$ cat src/rtl/regfile_port_arbiter_pkg.sv
// Shared types and default sizes for the register-file port arbiter.
package regfile_ctrl_pkg;
  localparam int RF_DATA_W     = 8;
  localparam int RF_ADDR_W     = 3;
  localparam int RF_STARVE_MAX = 4;
  localparam int REG_COUNT     = 2 ** RF_ADDR_W;

  typedef enum logic {
    ST_IDLE,
    ST_CLEAR
  } state_e;

  typedef enum logic [1:0] {
    CMD_READ  = 2'b00,
    CMD_WRITE = 2'b01,
    CMD_CLEAR = 2'b10,
    CMD_RSVD  = 2'b11
  } dbg_cmd_e;
endpackage

$ cat src/rtl/regfile_port_arbiter_if.sv
// Core and debug requester bundle; requesters use master, the arbiter uses slave.
interface regfile_port_arbiter_if
  import regfile_ctrl_pkg::*;
#(
  parameter int DATA_W = RF_DATA_W,
  parameter int ADDR_W = RF_ADDR_W
);
  logic              core_req;
  logic              core_we;
  logic [ADDR_W-1:0] core_da;
  logic [ADDR_W-1:0] core_aa;
  logic [ADDR_W-1:0] core_ba;
  logic [DATA_W-1:0] core_din;
  logic              core_gnt;
  logic [DATA_W-1:0] core_rdata_a;
  logic [DATA_W-1:0] core_rdata_b;

  logic              dbg_req;
  logic [1:0]        dbg_cmd;
  logic [ADDR_W-1:0] dbg_addr;
  logic [DATA_W-1:0] dbg_din;
  logic              dbg_gnt;
  logic [DATA_W-1:0] dbg_rdata;
  logic              dbg_rvalid;
  logic              busy;

  modport master (
    output core_req, core_we, core_da, core_aa, core_ba, core_din,
    output dbg_req, dbg_cmd, dbg_addr, dbg_din,
    input  core_gnt, core_rdata_a, core_rdata_b,
    input  dbg_gnt, dbg_rdata, dbg_rvalid, busy
  );

  modport slave (
    input  core_req, core_we, core_da, core_aa, core_ba, core_din,
    input  dbg_req, dbg_cmd, dbg_addr, dbg_din,
    output core_gnt, core_rdata_a, core_rdata_b,
    output dbg_gnt, dbg_rdata, dbg_rvalid, busy
  );
endinterface

$ cat src/rtl/regfile_port_arbiter_starve_ctr.sv
// Saturating count of core grants taken while debug waits; sat_o means debug must win next.
// Single-cycle update, clear has priority over increment.
module regfile_starve_ctr #(
  parameter int STARVE_MAX = 4
) (
  input  logic clk_i,
  input  logic rst_i,
  input  logic inc_i,
  input  logic clr_i,
  output logic sat_o
);
  localparam int            CW    = $clog2(STARVE_MAX + 1);
  localparam logic [CW-1:0] MAX_C = CW'(STARVE_MAX);

  logic [CW-1:0] cnt_q, cnt_d;

  always_comb begin
    cnt_d = cnt_q;
    if (clr_i) begin
      cnt_d = '0;
    end else if (inc_i && (cnt_q != MAX_C)) begin
      cnt_d = cnt_q + 1'b1;
    end
  end

  always_ff @(posedge clk_i or posedge rst_i) begin
    if (rst_i) begin
      cnt_q <= '0;
    end else begin
      cnt_q <= cnt_d;
    end
  end

  assign sat_o = (cnt_q == MAX_C);
endmodule

$ cat src/rtl/regfile_port_arbiter.sv
// Shares the register file write/A-read port between core and debug, and runs the R1..R(N-1) wipe.
// Grants are combinational (zero latency); debug read data lands one cycle after its handshake.
module regfile_port_arbiter
  import regfile_ctrl_pkg::*;
#(
  parameter int DATA_W     = RF_DATA_W,
  parameter int ADDR_W     = RF_ADDR_W,
  parameter int STARVE_MAX = RF_STARVE_MAX
) (
  input  logic                  Clk,
  input  logic                  Reset,
  regfile_port_arbiter_if.slave req,
  output logic [ADDR_W-1:0]     AA,
  output logic [ADDR_W-1:0]     BA,
  output logic [ADDR_W-1:0]     DA,
  output logic [DATA_W-1:0]     DataIn,
  output logic                  WR,
  input  logic [DATA_W-1:0]     DataA,
  input  logic [DATA_W-1:0]     DataB
);
  localparam logic [ADDR_W-1:0] LAST_IDX = ADDR_W'((2 ** ADDR_W) - 1);

  state_e            state_q, state_d;
  logic [ADDR_W-1:0] clr_idx_q, clr_idx_d;
  logic [DATA_W-1:0] rdata_q, rdata_d;
  logic              rvalid_q, rvalid_d;

  logic core_gnt, dbg_gnt;
  logic core_hs, dbg_hs;
  logic starve_sat, starve;

  assign starve  = req.dbg_req && starve_sat;
  assign core_hs = req.core_req && core_gnt;
  assign dbg_hs  = req.dbg_req && dbg_gnt;

  regfile_starve_ctr #(
    .STARVE_MAX (STARVE_MAX)
  ) u_starve_ctr (
    .clk_i (Clk),
    .rst_i (Reset),
    .inc_i (core_hs && req.dbg_req),
    .clr_i (dbg_hs || !req.dbg_req),
    .sat_o (starve_sat)
  );

  always_ff @(posedge Clk or posedge Reset) begin
    if (Reset) begin
      state_q   <= ST_IDLE;
      clr_idx_q <= '0;
      rdata_q   <= '0;
      rvalid_q  <= 1'b0;
    end else begin
      state_q   <= state_d;
      clr_idx_q <= clr_idx_d;
      rdata_q   <= rdata_d;
      rvalid_q  <= rvalid_d;
    end
  end

  always_comb begin
    state_d   = state_q;
    clr_idx_d = clr_idx_q;
    rvalid_d  = dbg_hs && (req.dbg_cmd == CMD_READ);
    rdata_d   = rvalid_d ? DataA : rdata_q;
    case (state_q)
      ST_IDLE: begin
        if (dbg_hs && (req.dbg_cmd == CMD_CLEAR)) begin
          state_d   = ST_CLEAR;
          clr_idx_d = ADDR_W'(1);
        end
      end
      ST_CLEAR: begin
        // Index wraps to 0 on the final edge, leaving it ready for the next wipe.
        clr_idx_d = clr_idx_q + 1'b1;
        if (clr_idx_q == LAST_IDX) begin
          state_d = ST_IDLE;
        end
      end
      default: state_d = ST_IDLE;
    endcase
  end

  always_comb begin
    core_gnt = 1'b0;
    dbg_gnt  = 1'b0;
    AA       = req.core_aa;
    BA       = req.core_ba;
    DA       = req.core_da;
    DataIn   = req.core_din;
    WR       = 1'b0;
    if (state_q == ST_CLEAR) begin
      DA     = clr_idx_q;
      DataIn = '0;
      WR     = 1'b1;
    end else begin
      core_gnt = req.core_req && !starve;
      dbg_gnt  = req.dbg_req && !core_gnt;
      if (core_gnt) begin
        WR = req.core_we;
      end else if (dbg_gnt) begin
        AA     = req.dbg_addr;
        DA     = req.dbg_addr;
        DataIn = req.dbg_din;
        WR     = (req.dbg_cmd == CMD_WRITE);
      end
    end
    // Reset also kills the port immediately, before the async state reset settles anything.
    if (Reset) begin
      core_gnt = 1'b0;
      dbg_gnt  = 1'b0;
      WR       = 1'b0;
    end
  end

  assign req.core_gnt     = core_gnt;
  assign req.dbg_gnt      = dbg_gnt;
  assign req.core_rdata_a = DataA;
  assign req.core_rdata_b = DataB;
  assign req.dbg_rdata    = rdata_q;
  assign req.dbg_rvalid   = rvalid_q;
  assign req.busy         = (state_q == ST_CLEAR);
endmodule

$ cat src/flat_wrapper.sv
// flat-port wrapper written by rule: the top's interface ports become plain ports
module regfile_port_arbiter_flat import regfile_ctrl_pkg::*;
#(
  parameter int DATA_W     = RF_DATA_W,
  parameter int ADDR_W     = RF_ADDR_W,
  parameter int STARVE_MAX = RF_STARVE_MAX
)
  (Clk, Reset, AA, BA, DA, DataIn, WR, DataA, DataB, req_core_req, req_core_we, req_core_da, req_core_aa, req_core_ba, req_core_din, req_dbg_req, req_dbg_cmd, req_dbg_addr, req_dbg_din, req_core_gnt, req_core_rdata_a, req_core_rdata_b, req_dbg_gnt, req_dbg_rdata, req_dbg_rvalid, req_busy);
  regfile_port_arbiter_if #(.DATA_W(DATA_W), .ADDR_W(ADDR_W)) req_i ();
  input  logic Clk;
  input  logic Reset;
  output logic [ADDR_W-1:0] AA;
  output logic [ADDR_W-1:0] BA;
  output logic [ADDR_W-1:0] DA;
  output logic [DATA_W-1:0] DataIn;
  output logic WR;
  input  logic [DATA_W-1:0] DataA;
  input  logic [DATA_W-1:0] DataB;
  input wire logic [$bits(req_i.core_req)-1:0] req_core_req;
  input wire logic [$bits(req_i.core_we)-1:0] req_core_we;
  input wire logic [$bits(req_i.core_da)-1:0] req_core_da;
  input wire logic [$bits(req_i.core_aa)-1:0] req_core_aa;
  input wire logic [$bits(req_i.core_ba)-1:0] req_core_ba;
  input wire logic [$bits(req_i.core_din)-1:0] req_core_din;
  input wire logic [$bits(req_i.dbg_req)-1:0] req_dbg_req;
  input wire logic [$bits(req_i.dbg_cmd)-1:0] req_dbg_cmd;
  input wire logic [$bits(req_i.dbg_addr)-1:0] req_dbg_addr;
  input wire logic [$bits(req_i.dbg_din)-1:0] req_dbg_din;
  output wire logic [$bits(req_i.core_gnt)-1:0] req_core_gnt;
  output wire logic [$bits(req_i.core_rdata_a)-1:0] req_core_rdata_a;
  output wire logic [$bits(req_i.core_rdata_b)-1:0] req_core_rdata_b;
  output wire logic [$bits(req_i.dbg_gnt)-1:0] req_dbg_gnt;
  output wire logic [$bits(req_i.dbg_rdata)-1:0] req_dbg_rdata;
  output wire logic [$bits(req_i.dbg_rvalid)-1:0] req_dbg_rvalid;
  output wire logic [$bits(req_i.busy)-1:0] req_busy;
  assign req_i.core_req = req_core_req;
  assign req_i.core_we = req_core_we;
  assign req_i.core_da = req_core_da;
  assign req_i.core_aa = req_core_aa;
  assign req_i.core_ba = req_core_ba;
  assign req_i.core_din = req_core_din;
  assign req_i.dbg_req = req_dbg_req;
  assign req_i.dbg_cmd = req_dbg_cmd;
  assign req_i.dbg_addr = req_dbg_addr;
  assign req_i.dbg_din = req_dbg_din;
  assign req_core_gnt = req_i.core_gnt;
  assign req_core_rdata_a = req_i.core_rdata_a;
  assign req_core_rdata_b = req_i.core_rdata_b;
  assign req_dbg_gnt = req_i.dbg_gnt;
  assign req_dbg_rdata = req_i.dbg_rdata;
  assign req_dbg_rvalid = req_i.dbg_rvalid;
  assign req_busy = req_i.busy;
  regfile_port_arbiter #(.DATA_W(DATA_W), .ADDR_W(ADDR_W), .STARVE_MAX(STARVE_MAX)) u_core (.Clk(Clk), .Reset(Reset), .req(req_i), .AA(AA), .BA(BA), .DA(DA), .DataIn(DataIn), .WR(WR), .DataA(DataA), .DataB(DataB));
endmodule
$ cat config.mk
export PLATFORM = sky130hd
export DESIGN_NAME = regfile_port_arbiter_flat
export DESIGN_NICKNAME = d
export VERILOG_FILES = /design/src/rtl/regfile_port_arbiter_pkg.sv /design/src/rtl/regfile_port_arbiter_if.sv /design/src/rtl/regfile_port_arbiter_starve_ctr.sv /design/src/rtl/regfile_port_arbiter.sv /design/src/flat_wrapper.sv
export SDC_FILE = /design/constraint.sdc
export NUM_CORES = 1
export LEC_CHECK = 0
export CORE_MARGIN = 3
export CORE_UTILIZATION = 35
export DETAILED_ROUTE_END_ITERATION = 16
export PLACE_DENSITY = 0.91
export SLEW_MARGIN = 20
export SYNTH_ARGS = -nofsm -noshare
export SYNTH_HDL_FRONTEND = slang
export SYNTH_SLANG_ARGS = --single-unit
$ cat constraint.sdc
create_clock -name Clk -period 4.65 [get_ports Clk]
set_clock_uncertainty 0.15 [all_clocks]
set_input_delay 1.1625 -clock Clk [delete_from_list [all_inputs] [get_ports Clk]]
set_output_delay 1.1625 -clock Clk [all_outputs]
set_load 0.02 [all_outputs]
# Word level (Yosys, flattened, before mapping)
# Cells that the tools add are included.
# classes
reduce_logical	15
eq_ne	6
n_addsub	2
muxes	24
n_bitwise	1
# ops
cell	count
3-bit two-way mux	9
8-bit two-way mux	3
1-bit two-way mux	10
1-bit logical AND	9
3-bit by 1-bit adder with 3-bit output (second input constant)	2
3-bit == test (second input constant)	2
3-bit case mux with 2 select lines	1
1-bit logical NOT	3
3-bit inequality test (second input constant)	1
2-bit by 1-bit == test with 1-bit output (second input constant)	1
2-bit == test (second input constant)	1
2-bit logical NOT	1
2-bit by 1-bit inequality test with 1-bit output (second input constant)	1
1-bit case mux with 2 select lines	1
2-bit nonzero test	1
1-bit logical OR	1
1-bit NOT	1
# totals
out_inout_bits	46
register_bits	16
wordCells	53

# Longest topological paths before layout
# Gate-level depths: netlist of the first run.
# depth
word_depth	12
depth_mapped	6
mapped_depth_nobuf	5

# Hierarchy
# A second synthesis of the first run with hierarchy kept.
# hier_totals
hier_cells	134
area_unflattened_um2	1238.7
# by_module_without_submodules
mod	seq_area_each_um2	n_inst	area_each_um2	cells_each
regfile_port_arbiter	325.3	1	1037.2	115
regfile_starve_ctr	75.1	1	201.4	19

# Worst setup path before layout of the first run
# OpenSTA, ideal clock, no wires.
# synth_timing
kind	input to output
startpoint	input req_dbg_req
endpoint	output req_dbg_gnt
path_stages	4
required_ns	3.338
n_path_buf	2
arrival_time_ns	2.107
path_slack_ns	1.230
path_cell_list	buf_2 > inv_1 > buf_2 > nor3_1
# synth_via
elab_chain_len	7
# synth_lines
item	line_no	text
start: declaration	flat_wrapper.sv:25	input wire logic [$bits(req_i.dbg_req)-1:0] req_dbg_req;
1-bit logical AND	regfile_port_arbiter.sv:32	assign starve = req.dbg_req && starve_sat;
1-bit logical NOT	regfile_port_arbiter.sv:96	core_gnt = req.core_req && !starve;
1-bit logical AND	regfile_port_arbiter.sv:96	
1-bit logical NOT	regfile_port_arbiter.sv:97	dbg_gnt = req.dbg_req && !core_gnt;
1-bit logical AND (*)	regfile_port_arbiter.sv:97	
1-bit two-way mux (*)	regfile_port_arbiter.sv:91	if (state_q == ST_CLEAR) begin
1-bit two-way mux (*)	regfile_port_arbiter.sv:108	if (Reset) begin
end: declaration	flat_wrapper.sv:32	output wire logic [$bits(req_i.dbg_gnt)-1:0] req_dbg_gnt;
# Mark *: on every way between the ends. The rest lies on a longest branch, timed or not.

# Final worst setup path of the first run
# layout_timing
startpoint	input req_core_req
endpoint	output DataIn[4]
# layout_via
elab_chain_len	6
# layout_lines
item	line_no	text
start: declaration	flat_wrapper.sv:19	input wire logic [$bits(req_i.core_req)-1:0] req_core_req;
1-bit logical AND (*)	regfile_port_arbiter.sv:96	
1-bit logical NOT	regfile_port_arbiter.sv:97	
1-bit logical AND	regfile_port_arbiter.sv:97	
8-bit two-way mux	regfile_port_arbiter.sv:100	end else if (dbg_gnt) begin
8-bit two-way mux (*)	regfile_port_arbiter.sv:98	if (core_gnt) begin
8-bit two-way mux (*)	regfile_port_arbiter.sv:91	
end: declaration	flat_wrapper.sv:15	output logic [DATA_W-1:0] DataIn;
# Marked as above.

==> results of run 1 <==
## metal layers
metal  wire length (um)  part of all wire (%)  global-route usage, %
met1               1380                    42                   19.6
met5                  0                     0                      0
met3                168                   5.1                   3.69
met4                 18                  0.55                   6.07
met2               1710                    52                   28.0
## area by class of cell
cell class              instances  area share (%)
repair buffers                 78            41.3
multi-input cells              82            31.9
flip-flops and latches         16            21.5
well taps                      44            2.95
clock buffers                   3            1.21
inverters                       6            1.21
## worst reg2reg max path, stage by stage (launching register included)
cell and delay [ns]:
dfrtp_1 0.40, inv_1 0.08, ha_1 0.23, a21bo_2 0.36
nand4b_4 0.25, mux2_2 0.33
## cell families (layout without fill, tap and decap cells)
family | Yosys count | after routing | share of synthesized area [%]
AOI/OAI and AO/OA | 35 | 35 | 17.0
DFF | 16 | 16 | 33.5
buffers and inverters | 32 | 87 | 16.7
adders and majority gates | 4 | 4 | 4.19
and+or+nand+nor | 30 | 30 | 16.6
muxes | 13 | 13 | 12.1
## cell usage in the layout (no fill, tap or decap)
master / synthesis / final
clkbuf_4: 0 / 3
nand4b_4: 1 / 1
buf_4: 19 / 4
a2bb2oi_1: 3 / 3
ha_1: 4 / 4
nor3_2: 1 / 1
a31oi_1: 4 / 4
nand4b_1: 1 / 1
a21oi_1: 13 / 13
nor3b_1: 1 / 1
nor3_1: 1 / 1
a21bo_2: 1 / 1
and2_1: 1 / 1
mux2i_1: 2 / 2
nor4b_1: 1 / 1
nand2_1: 3 / 3
nor3_4: 1 / 1
o21ai_0: 13 / 13
or2_2: 1 / 1
a21boi_2: 1 / 1
and4_1: 1 / 1
and3_1: 1 / 1
mux2_2: 11 / 11
nand3_1: 9 / 9
clkdlybuf4s50_1: 0 / 74
inv_1: 6 / 6
dfrtp_1: 16 / 16
nor2_1: 4 / 4
nand4_1: 3 / 3
## final timing paths
check | from | to | slack [ns] | cells after the start
worst min register to register | u_core.req.dbg_rdata[0] | u_core.req.dbg_rdata[0] | 0.36 | 1
worst max-delay path | req_core_req | DataIn[4] | 0.20 | 6
min in group asynchronous | Reset | u_core.req.dbg_rdata[5] | 1.29 | 3
worst max register to register | u_core.u_starve_ctr.cnt_q[0] | u_core.req.dbg_rdata[5] | 2.73 | 5
max in group asynchronous | Reset | u_core.clr_idx_q[1] | 2.67 | 3
worst min-delay path | u_core.req.dbg_rdata[0] | u_core.req.dbg_rdata[0] | 0.36 | 1
## power by group
part	switching, uW	total, uW	internal, uW
Clock	39.4	69.4	30.0
Sequential	51.7	235	184
Combinational	189	413	224
Total	280	718	438
## sequential cells by signal, summed over array words and instances, names as in the netlist
signal                     flops
u_core.req.dbg_rvalid          1
u_core.req.busy                1
u_core.req.dbg_rdata           8
u_core.clr_idx_q               3
u_core.u_starve_ctr.cnt_q      3
## stage by stage
stage	area [um^2]	hold slack [ns]
after CTS	1870	0.366
after detailed placement	1840	0.346
final	1870	0.362
after floorplan	1190	0.363
after global routing	1870	0.392
after global placement	1840	0.337
==> metrics.md, run 1 <==
| Metric | Value |
|---|---|
| TNS Setup | `0 ns` |
| PwrDens | `385 nW/um^2` |
| Max-slew violations | `0` |
| Startpoint types | `input pin` |
| Starting Density | `37.9%` |
| Crit-path cells | `clkdlybuf4s50_1 -> a21boi_2 -> buf_4 -> o21ai_0 -> a21oi_1 -> clkdlybuf4s50_1` |
| Initial antenna violation count | `0` |
| Final setup violating endpoints | `0` |
| Register area share after synthesis | `33.5%` |
| Post-synthesis cell type count | `30` |
| Clk buf depth | `2` |
| Min cycle time layout | `4.45 ns` |
| CP bufs+invs | `3` |
| Synth Instances | `130` |
| Final #Nets | `242` |
| Worst slew pin tran | `0.822 ns` |
| Static Leak | `0.000760 uW` |
| DIE HEIGHT | `64.4 um` |
| Grt ovf | `0` |
| Commonest cells in the netlist | `buf_4, dfrtp_1, a21oi_1, o21ai_0, mux2_2` |
| Total Routed Length | `3.28 mm` |
| Core ar. | `3150 um^2` |
| WS Path Type | `in -> out` |
| First-pass GRT wire length | `5.40 mm` |
| GRT Total Usage | `16.3%` |
| Worst slew margin | `45.2%` |
| Clock Latency Late Sink | `0.27 ns` |
| Max Fclk | `0.225 GHz` |
| DR WL/cell | `14.3 um` |
| Worst path required time | `3.34 ns` |
| DRC | `0` |
| Top-area cell type share of the netlist area | `33.5%` |
| CP max-delay cell | `clkdlybuf4s50_1` |
| Biggest cell delay along the critical path | `0.63 ns` |
| Ys flop type | `dfrtp_1` |
| Register area | `400 um^2` |
| DRT iter0 DRCs | `59` |
| Std cell rows | `20` |
| Worst setup EP type | `primary output` |
| # port buffers | `74` |
| Worst-path fanout max | `7` |
| Gpl congestion | `0.793` |
| Root Driver | `clkbuf_4` |
| # hold bufs at CTS | `0` |
| Top cell by count, worst path | `clkdlybuf4s50_1` |
| Via density | `5.01` |
| Post-CTS sizing | `0` |
| Detailed Routing Iterations Pass 1 | `4` |
| Most common cell in the netlist | `buf_4` |
| Post-DP HPWL | `2.59 mm` |
| #FFs+latches synth | `16` |
| Mapped Avg Cell Area | `9.18 um^2` |
| Multi-input logic area | `594 um^2` |
| Final Hold Vio Count | `0` |
| Area Overhead vs Synth | `56.3%` |
| Vias | `1148` |
| Worst path top cell family by delay | `buffers and inverters` |
| Final setup margin | `0.200 ns` |
| Antenna viol nets, final | `0` |
| TritonCTS Sinks | `16` |
| Die area | `4150 um^2` |
| Fin util | `59.2%` |
| Critical path arrival | `3.14 ns` |
| Share of post-route cells with drive strength above 1 | `13.0%` |
| Max-Cap Viols | `0` |
| Synth Warn # | `0` |
| Status | `complete, no violations` |
| H-tree levels | `1` |
| Total CTS buffers | `3` |
| Ys async rst share | `100%` |
| Number of diodes | `0` |
| EDFF count, synth | `0` |
| Total Power | `718 uW` |
| Synthesized cell area | `1190 um^2` |
| Post-CTS Setup Inserts | `0` |
| # IOs | `97` |
| Final critical-path share of the clock period | `95.7%` |
| RSZ-0062 raised after global routing | `no` |
| Synth Net Count | `185` |
| Vias in the first global route | `1142` |
| Peak supply drop | `0.334 mV` |
| Dominant cell type by area after synthesis | `dfrtp_1` |
| Area contributors post-synth | `dfrtp_1, buf_4, mux2_2` |
| Post-route insts no fill | `229` |
| Fillers | `279` |
| Inst Count DP | `226` |
| CTS tree | `yes` |
| Setup WS pre-CTS | `0.211 ns` |
| Die width | `64.4 um` |
| Largest net degree at the start of global routing | `24` |
| Min-Delay Path Class | `reg -> reg` |
| Clock-pin slew of the registers on the worst-case setup and hold paths | `0.09 ns` |
(Power assumes the default switching activity.)
==> run 2, diff against run 1 <==
--- a/config.mk
+++ b/config.mk
@@ -5,6 +5,7 @@
 export SDC_FILE = /design/constraint.sdc
 export NUM_CORES = 1
 export LEC_CHECK = 0
+export CAP_MARGIN = 15
 export CORE_MARGIN = 3
 export CORE_UTILIZATION = 35
 export DETAILED_ROUTE_END_ITERATION = 16
==> results of run 2 <==
Final layout, timing and power as in run 1 (identical DEF).
==> run 3, diff against run 2 <==
--- a/config.mk
+++ b/config.mk
@@ -6,10 +6,12 @@
 export NUM_CORES = 1
 export LEC_CHECK = 0
 export CAP_MARGIN = 15
+export CELL_PAD_IN_SITES_DETAIL_PLACEMENT = 1
+export CELL_PAD_IN_SITES_GLOBAL_PLACEMENT = 1
 export CORE_MARGIN = 3
-export CORE_UTILIZATION = 35
+export CORE_UTILIZATION = 24
 export DETAILED_ROUTE_END_ITERATION = 16
-export PLACE_DENSITY = 0.91
+export PLACE_DENSITY = 0.92
 export SLEW_MARGIN = 20
 export SYNTH_ARGS = -nofsm -noshare
 export SYNTH_HDL_FRONTEND = slang
==> metrics.md, run 3 (synthesized netlist as in run 1, its figures left out) <==
| Metric | Value |
|---|---|
| Post-route insts no fill | `253 (+10%)` |
| Root Driver | `clkbuf_8` |
| Std cell rows | `25 (+25%)` |
| Final setup violating endpoints | `0 (unchanged)` |
| Setup WS pre-CTS | `0.222 ns (+0.0105 ns)` |
| DRC | `0 (unchanged)` |
| Multi-input logic area | `594 um^2 (unchanged)` |
| H-tree levels | `1 (unchanged)` |
| Number of diodes | `0 (unchanged)` |
| Largest net degree at the start of global routing | `24 (unchanged)` |
| Register area | `400 um^2 (unchanged)` |
| Max Fclk | `0.226 GHz (+0.67%)` |
| Hold path depth | `1 (unchanged)` |
| TritonCTS Sinks | `16 (unchanged)` |
| Most common cell after layout, fill and taps aside | `clkdlybuf4s50_1` |
| Grt ovf | `0 (unchanged)` |
| # hold bufs at CTS | `0 (unchanged)` |
| Worst path required time | `3.34 ns (about the same)` |
| Fillers | `560 (+100%)` |
| Max-Cap Viols | `0 (unchanged)` |
| Final #Nets | `242 (unchanged)` |
| R2R depth | `5 (unchanged)` |
| Hold EP | `u_core.req.dbg_rdata[2]` |
| Clk buf depth | `2 (unchanged)` |
| Total CTS buffers | `3 (unchanged)` |
| Final setup margin | `0.229 ns (+0.0295 ns)` |
| WS Path Type | `in -> out` |
| Total Power | `778 uW (+8.3%)` |
| Gpl congestion | `0.687 (-13%)` |
| Area Overhead vs Synth | `61.4%` |
| Largest register FFs | `8 (unchanged)` |
| DRT iter0 DRCs | `45 (-24%)` |
| Die area | `5860 um^2 (+41%)` |
| Worst-path fanout max | `15 (+8)` |
| Starting Density | `25.1% (-13 points)` |
| Antenna viol nets, final | `0 (unchanged)` |
| Max-slew violations | `0 (unchanged)` |
| PwrDens | `404 nW/um^2 (+4.9%)` |
| Hold_ws | `0.354 ns (-0.00781 ns)` |
| DIE HEIGHT | `76.5 um (+19%)` |
| CTS tree | `yes` |
| Critical path arrival | `3.11 ns (-0.03 ns)` |
| Worst slew pin tran | `0.834 ns (+0.0120 ns)` |
| R2r endpoint | `u_core.req.dbg_rdata[7]` |
| Worst setup EP type | `primary output` |
| Post-CTS Setup Inserts | `0 (unchanged)` |
| Inst Count DP | `249 (+10%)` |
| First-pass GRT wire length | `6.34 mm (+17%)` |
| Total Routed Length | `3.82 mm (+16%)` |
| # port buffers | `74 (unchanged)` |
| Vias in the first global route | `1288 (+13%)` |
| Final critical-path share of the clock period | `95.1% (-0.63 points)` |
| R2R Setup Slk | `2.72 ns (about the same)` |
| Share of post-route cells with drive strength above 1 | `13.4% (+0.47 points)` |
| # IOs | `97 (unchanged)` |
| Post-CTS sizing | `0 (unchanged)` |
| Die width | `76.5 um (+19%)` |
| Clock Latency Late Sink | `0.25 ns (-0.02 ns)` |
| TNS Setup | `0 ns (unchanged)` |
| Post-DP HPWL | `3.07 mm (+19%)` |
| Startpoint types | `input pin` |
| Crit path from | `req_core_req` |
| Min-Delay Path Class | `reg -> reg` |
| Initial antenna violation count | `0 (unchanged)` |
| Most frequent cells in the layout | `clkdlybuf4s50_1, dfrtp_1, a21oi_1, o21ai_0, mux2_2` |
| Via density | `4.64 (-7.4%)` |
| Min cycle time layout | `4.42 ns (-0.0295 ns)` |
| GRT Total Usage | `13.2% (-3.1 points)` |
| Clock-pin slew of the registers on the worst-case setup and hold paths | `0.07 ns (-0.02 ns)` |
| Vias | `1174 (+2.3%)` |
| Static Leak | `0.000775 uW (+2.0%)` |
| RSZ-0062 raised after global routing | `no` |
| Worst R2R Start | `u_core.u_starve_ctr.cnt_q[0]` |
| Status | `complete, no violations` |
| Peak supply drop | `0.220 mV (-34%)` |
| Min-delay src | `u_core.req.dbg_rdata[2]` |
| Worst slew margin | `44.4% (-0.80 points)` |
| Detailed Routing Iterations Pass 1 | `2 (-2)` |
| DR WL/cell | `15.1 um (+5.2%)` |
| Core ar. | `4750 um^2 (+51%)` |
| Final Hold Vio Count | `0 (unchanged)` |
[run 3: changes by cell type in the layout (fill, tap and decap cells not counted)]
cell	change
clkbuf_4	-3
clkbuf_8	+4
[run 3: routing by layer]
layer / up-vias / share of wire (%) / global-route usage [%]
met5: - / 0 / 0
met1: 557 / 42 / 15.4
li1: 559 / - / -
met3: 6 / 6.9 / 3.78
met4: 0 / 0.76 / 3.62
met2: 52 / 50 / 23.4
[run 3: report_power, final]
group          leakage [uW]  switching, uW  internal (uW)
combinational      0.000544            194            224
clock             0.0000288           47.0           75.0
sequential         0.000203           53.2            184
total              0.000775            294            484
[run 3: final cells by class]
class / instances / area share [%]
sequential: 16 / 20.8
tap: 67 / 4.35
multi-input combinational: 82 / 30.8
timing repair buffer: 78 / 40.0
clock buffer: 4 / 2.86
inverter: 6 / 1.17
[run 3: how the worst max path moves through the flow]
| stage | cells past startpoint | slack, ns | endpoint |
|---|---|---|---|
| 2_1_floorplan | 4 | 1.23 | req_dbg_gnt |
| 3_3_place_gp | 6 | 0.25 | DataIn[7] |
| 3_5_place_dp | 6 | 0.22 | DataIn[2] |
| 4_1_cts | 6 | 0.22 | DataIn[2] |
| 5_1_grt | 5 | 0.1 | DA[0] |
| 6_report | 5 | 0.23 | DA[0] |
[run 3: through the flow]
stage | area [um^2] | util [%]
final | 1930 | 40.5
after global placement | 1870 | 39.4
after global routing | 1930 | 40.5
after detailed placement | 1870 | 39.4
after floorplan | 1190 | -
after CTS | 1930 | 40.5
[run 3: critical path: stages]
cell	delay [ns]
clkdlybuf4s50_1	0.50
a21bo_2	0.45
a31oi_1	0.14
a2bb2oi_1	0.20
clkdlybuf4s50_1	0.65
